File: src/rtl/pt_frame_seq.sv
// Frame sequencer feeding the PT2262 code-bit stage: latches one frame of
// tri-state code words and replays it, symbol by symbol, REPEATS times.
module pt_frame_seq #(
   parameter int NTRITS  = 12,
   parameter int REPEATS = 4,
   parameter int IDX_W   = 4,
   parameter int REP_W   = 3
) (
   input  logic                  clk,
   input  logic                  reset,
   input  logic [2*NTRITS-1:0]   frame_data,
   input  logic                  frame_valid,
   output logic                  frame_ready,
   output logic [1:0]            sym,
   output logic                  sym_valid,
   input  logic                  sym_ready,
   output logic                  busy,
   output logic                  frame_done
);

   typedef enum logic [1:0] {
      IDLE,
      DATA,
      SYNC
   } state_t;

   localparam logic [IDX_W-1:0] LAST_IDX = IDX_W'(NTRITS - 1);
   localparam logic [REP_W-1:0] LAST_REP = REP_W'(REPEATS - 1);
   localparam logic [1:0]       SYM_F    = 2'b10;
   localparam logic [1:0]       SYM_SYNC = 2'b11;

   state_t                state, state_n;
   logic [IDX_W-1:0]      idx, idx_n, idx_inc;
   logic [REP_W-1:0]      rep, rep_n;
   logic [2*NTRITS-1:0]   latch, latch_n;
   logic [1:0]            sym_n;
   logic                  sym_valid_n, busy_n, frame_ready_n, frame_done_n;
   logic                  consume;

   // Trit 0 sits at the MSBs; the unused code 11 is sent as F so that a SYNC
   // can never appear inside the data part of a frame.
   function automatic logic [1:0] trit_at(input logic [2*NTRITS-1:0] data,
                                          input logic [IDX_W-1:0]    i);
      logic [1:0] code;
      code = 2'b00;
      for (int t = 0; t < NTRITS; t++) begin
         if (i == IDX_W'(t)) code = data[2*(NTRITS-1-t) +: 2];
      end
      return (code == SYM_SYNC) ? SYM_F : code;
   endfunction

   // Next-state logic also computes the next value of every output, so all
   // outputs leave the block straight from flops.
   always_comb begin
      state_n       = state;
      idx_n         = idx;
      rep_n         = rep;
      latch_n       = latch;
      sym_n         = sym;
      sym_valid_n   = sym_valid;
      busy_n        = busy;
      frame_ready_n = frame_ready;
      frame_done_n  = 1'b0;
      consume       = sym_valid && sym_ready;
      idx_inc       = idx + IDX_W'(1);

      case (state)
         IDLE: begin
            if (frame_valid && frame_ready) begin
               latch_n       = frame_data;
               idx_n         = '0;
               rep_n         = '0;
               state_n       = DATA;
               sym_n         = trit_at(frame_data, '0);
               sym_valid_n   = 1'b1;
               busy_n        = 1'b1;
               frame_ready_n = 1'b0;
            end
         end

         DATA: begin
            if (consume) begin
               if (idx != LAST_IDX) begin
                  idx_n = idx_inc;
                  sym_n = trit_at(latch, idx_inc);
               end else begin
                  state_n = SYNC;
                  sym_n   = SYM_SYNC;
               end
            end
         end

         SYNC: begin
            if (consume) begin
               if (rep != LAST_REP) begin
                  rep_n   = rep + REP_W'(1);
                  idx_n   = '0;
                  state_n = DATA;
                  sym_n   = trit_at(latch, '0);
               end else begin
                  state_n       = IDLE;
                  sym_n         = 2'b00;
                  sym_valid_n   = 1'b0;
                  busy_n        = 1'b0;
                  frame_done_n  = 1'b1;
                  frame_ready_n = 1'b1;
               end
            end
         end

         default: begin
            state_n       = IDLE;
            sym_n         = 2'b00;
            sym_valid_n   = 1'b0;
            busy_n        = 1'b0;
            frame_ready_n = 1'b1;
         end
      endcase
   end

   always_ff @(posedge clk) begin
      if (reset) begin
         state       <= IDLE;
         idx         <= '0;
         rep         <= '0;
         latch       <= '0;
         sym         <= 2'b00;
         sym_valid   <= 1'b0;
         busy        <= 1'b0;
         frame_ready <= 1'b1;
         frame_done  <= 1'b0;
      end else begin
         state       <= state_n;
         idx         <= idx_n;
         rep         <= rep_n;
         latch       <= latch_n;
         sym         <= sym_n;
         sym_valid   <= sym_valid_n;
         busy        <= busy_n;
         frame_ready <= frame_ready_n;
         frame_done  <= frame_done_n;
      end
   end

endmodule

File: config.mk
export PLATFORM = sky130hd
export DESIGN_NAME = pt_frame_seq
export DESIGN_NICKNAME = d
export VERILOG_FILES = /design/src/rtl/pt_frame_seq.sv
export SDC_FILE = /design/constraint.sdc
export NUM_CORES = 1
export LEC_CHECK = 0
export ABC_AREA = 0
export CAP_MARGIN = 10
export CORE_ASPECT_RATIO = 1.5
export CORE_UTILIZATION = 55
export CTS_BUF_LIST = sky130_fd_sc_hd__clkbuf_8
export DETAILED_ROUTE_END_ITERATION = 10
export PLACE_DENSITY = 0.82
export RECOVER_POWER = 50
export SKIP_LAST_GASP = 1
export SYNTH_ARGS = -nofsm -noshare
export SYNTH_HDL_FRONTEND = slang
export SYNTH_SLANG_ARGS = --single-unit
File: constraint.sdc
create_clock -name clk -period 2.6 [get_ports clk]
set_input_delay 0.78 -clock clk [delete_from_list [all_inputs] [get_ports clk]]
set_output_delay 0.78 -clock clk [all_outputs]
set_load 0.005 [all_outputs]
* Yosys cells after proc, flatten, opt, wreduce, memory -nomap -nowiden *
Cells that the tools add are included.

cells by class
  add/sub/neg operators = 2
  $mul = 0
  divide/modulo/power cells = 0
  magnitude comparators = 0
  equality and inequality tests = 25
  shift-type cells = 0
  muxes and demuxes = 54
  bitwise gates (word level) = 3
  reduce and logical (&&, ||, !) cells = 13

operator list
  operator             count
  $mux 2               32
  $mux 4               5
  $eq 4x3->1 const B   4
  $eq 4x4->1 const B   4
  $ne 2x2->1 const B   7
  $pmux 2 s3           2
  $pmux 4 s3           1
  $reduce_and 4->1     3
  $mux 3               3
  $eq 2x2->1 const B   4
  $eq 4x2->1 const B   2
  $mux 1               8
  $pmux 1 s3           2
  $pmux 3 s2           1
  $reduce_and 6->1     1
  $add 4x1->4 const B  1
  $eq 4x1->1 const B   1
  $logic_not 4->1      1
  $ne 4x4->1 const B   1
  $add 3x1->3 const B  1
  $ne 3x2->1 const B   1
  $not 1->1            3
  $reduce_and 3->1     1
  $reduce_bool 3->1    1
  6 further kinds      7

storage, ports and cells
  register bits = 38
  bits in latches = 0
  memory bits (writable) = 0
  ROM bits = 0
  input port bits = 28
  output and inout bits = 6
  memories kept = 0

* Logic depth before layout (Yosys ltp) *
  depth in word-level cells = 22
  depth in mapped cells = 10
  mapped depth without buffers = 9

* Worst setup path after synthesis *
No wires, ideal clock.

  path kind = register to register
  from = reg idx[0]
  to = reg sym[0]
  data arrival time = 2113 ps
  required time = 2467 ps
  slack = 354 ps
  stages on the path, launching flop included = 11
  path buffers = 2
  path through = dfxtp_1 inv_1 ha_1 clkbuf_1 clkbuf_1 a211oi_1 o21ai_0 a32o_1 a221o_2 o311ai_0 a31oi_1

between the ends
  cells in the longest elaborated chain, start to end = 22

RTL lines
  item                      RTL line  text
  start: declaration        33        logic [IDX_W-1:0] idx, idx_n, idx_inc;
  start signal: assignment  134       idx <= idx_n;
  $add 4x1->4               65        idx_inc = idx + IDX_W'(1);
  $logic_not 4->1           47        if (i == IDX_W'(t)) code = data[2*(NTRITS-1-t) +: 2];
  $mux 2 (12 in a row)      47
  $mux 2                    83        if (idx != LAST_IDX) begin
  $mux 2                    82        if (consume) begin
  $mux 2                    67        case (state)
  $eq 2x2->1                49        return (code == SYM_SYNC) ? SYM_F : code;
  $mux 2                    49
  $mux 2 (*)                83
  $mux 2 (*)                82
  $pmux 2 s3 (*)            67
  end signal: assignment    137       sym <= sym_n;
  end: declaration          14        output logic [1:0] sym,

Every way passes the cells marked *; elsewhere a longest branch is shown, timed or not. The select of a mux whose other input is x is not followed.
A chain may end at the register's enable or synchronous reset.

* Worst setup path in the final report *
  from = reg idx[0]
  to = reg sym[1]

Same word-level chain as after synthesis.

==> flow_metrics.py <==
metrics = {
    "route": {
        "firstDrtPassIters": 4,
        "routedWlPerCell_um": 13.1,
        "wl_um": 4570,
        "initialDrtViolationCount": 44,
        "num_vias": 1975,
        "route.antenna.remaining_nets": 0,
        "drcViolationCount": 0,
        "avgViaCountPerCell": 5.64,
    },
    "yosys": {
        "netlist_area_um2": 2010,
        "netlist_instances": 271,
        "async_reset_ff_share_pct": 0,
        "synth_edf_count": 0,
        "ys.flop_type": "dfxtp_1",
        "synth_seq_cells": 38,
        "synth_cell_types": 50,
        "yosysSeqAreaShare_pct": 37.9,
        "synth_nets": 306,
        "synth_warnings": 0,
        "syn_avg_cell_area_um2": 7.40,
    },
    "power": {
        "ir_worst_vdd_mv": 0.436,
        "power_density_nw_per_um2": 521,
        "power_leakage_nw": 0.944,
        "power_mw": 1.31,
    },
    "worst_setup_path": {
        "arrival_ns": 2.62,
        "critPathMaxFanout": 9,
        "start_kind": "register",
        "worstSetupPathType": "reg -> reg",
        "critPathRequiredTime_ns": 2.83,
        "cp-end-kind": "register",
    },
    "timing": {
        "whs_ns": 0.455,
        "worst_pin_slew_ns": 0.462,
        "rsz0062_at_grt": "no",
        "postLayoutSetupSlackWorst_ns": 0.216,
        "fin_worst_skew_ns": 0.0119,
        "hold_violations": 0,
        "period_needed_ns": 2.38,
        "fmax_mhz": 420,
        "maxSlewHeadroom_pct": 69.1,
        "fin_setup_tns_ns": 0,
        "setup_viol": 0,
        "finalCritPeriodShare_pct": 91.7,
        "slew_viol_final": 0,
    },
    "clocking": {
        "cts_buffers": 5,
        "cts_tree": "yes",
        "clk_latency_ns": 0.30,
        "cts_root_buffer": "clkbuf_8",
        "clock_sinks": 38,
        "cts.path.max_buffers": 2,
        "hold_buffers": 0,
        "clk_pin_slew_ns": 0.08,
        "htree_num_levels": 2,
    },
    "layout": {
        "finalInstanceArea_um2": 2510,
        "drive_above_1_share_pct": 9.42,
        "utilization_pct": 72.9,
        "fillerInstances": 289,
        "antenna_cells": 0,
        "fin_nets": 342,
        "syn2layout_area_growth_pct": 25.3,
        "instances_no_fill": 350,
    },
    "placement": {
        "dpl_worst_slack_ns": 0.0818,
        "io_buffers": 33,
        "gp_congestion": 0.897,
        "dp_hpwl_um": 3310,
        "place_area_um2": 2430,
        "dp_cells": 342,
    },
    "grt": {
        "track_usage_pct": 26.3,
        "grt_pass1_wl_um": 7790,
        "grt_max_degree": 25,
        "grt_overflow_total": 0,
        "grt_pass1_vias": 1816,
        "antenna_found_initial": 0,
    },
    "die": {
        "io_pins": 34,
        "die_x_um": 51.3,
        "start_util_pct": 58.2,
        "rows": 26,
        "core_area_um2": 3450,
        "die_y_um": 76.0,
        "die_area_um2": 3900,
    },
    "worst_hold_path": {
        "hp-class": "reg -> reg",
    },
    "status": {
        "status": "finished clean",
    },
    "flow_run": {
        "maxCapViolations": 0,
    },
}
cells in the final DEF, fill, tap and decap left out, types with 2 or more instances in the layout:
master           count
a211oi_1             3
a21oi_1             42
a22oi_1              3
a31oi_1              4
a32oi_1              2
and3_1               2
and3b_1              2
buf_4               12
clkbuf_8             6
clkdlybuf4s50_1     30
dfxtp_1             37
dlygate4sd3_1        3
ha_1                 7
inv_1               12
mux2_2               2
nand2_1             60
nand2b_1             3
nand3_1              3
nor2_1              20
nor2b_1              4
nor3_1               3
o21ai_0             11
o31a_1               2
or3_1                2
or4_1                2
timing repair:
item	4_1_cts	5_1_grt
buffers inserted	0	0
gates resized for setup	0	1
setup endpoints to repair	0	2
critical path: stages (launching register included):
cell and delay, ns:
dfxtp_2 0.43, ha_1 0.26, and2_1 0.17, nand3_1 0.09
mux2i_1 0.24, a32oi_1 0.17, o211a_1 0.27, or4_1 0.52
a31oi_1 0.16
report_power, final:
part | total [mW] | switching, mW | internal, mW
registers | 0.648 | 0.0310 | 0.617
clock network | 0.417 | 0.207 | 0.210
logic | 0.245 | 0.117 | 0.128
cell families (layout without fill, tap and decap cells):
| group | after synthesis | in the layout | share of synthesized area [%] |
|---|---|---|---|
| AO/OA/AOI/OAI | 85 | 85 | 26.1 |
| adder cells (fa/ha/maj) | 7 | 7 | 4.37 |
| multiplexers | 3 | 3 | 1.62 |
| AND/OR/NAND/NOR | 109 | 109 | 24.4 |
| flip-flops | 38 | 38 | 37.9 |
| buffers and inverters | 29 | 66 | 5.61 |
final cells by class:
type	count	area (um2)	area share [%]
well taps	42	52.6	2.09
multi-input cells	204	1140	45.2
clock buffers	6	82.6	3.29
clock inverters	2	8.76	0.348
inverters	11	41.3	1.64
flip-flops and latches	38	762	30.3
repair buffers	47	429	17.1
sequential cells by signal, summed over array words and instances, names as in the netlist:
| signal | flops |
|---|---|
| frame_ready | 1 |
| sym | 2 |
| frame_done | 1 |
| idx | 4 |
| state | 2 |
| busy | 1 |
| rep | 3 |
| latch | 24 |
synth_stat cells (all sizes together), types with 3 or more instances:
master   n  area [um2]
a211oi   3        22.5
a21oi   42         210
a22oi    3        22.5
a31oi    4        25.0
clkbuf  16        60.1
dfxtp   38         761
ha       7        87.6
inv     11        41.3
nand2   61         231
nand2b   3        18.8
nand3    3        15.0
nor2    20        75.1
nor2b    4        25.0
nor3     4        20.0
o21ai   12        60.1
final timing paths:
| check | from | end | slack (ns) | depth (start not counted) |
|---|---|---|---|---|
| setup / recovery | idx[0] | sym[1] | 0.22 | 8 |
| hold / removal | latch[12] | latch[12] | 0.45 | 2 |
| setup reg to reg | idx[0] | sym[1] | 0.22 | 8 |
| hold reg to reg | latch[12] | latch[12] | 0.45 | 2 |
metal layers:
layer,GRT usage (%),part of all wire [%],up-vias
met1,28.1,41,914
met4,12.7,2.1,0
met3,6.83,2.9,8
met5,0,0,-
met2,46.2,54,35
li1,-,-,1018
Power figures use the tool's default switching activity.
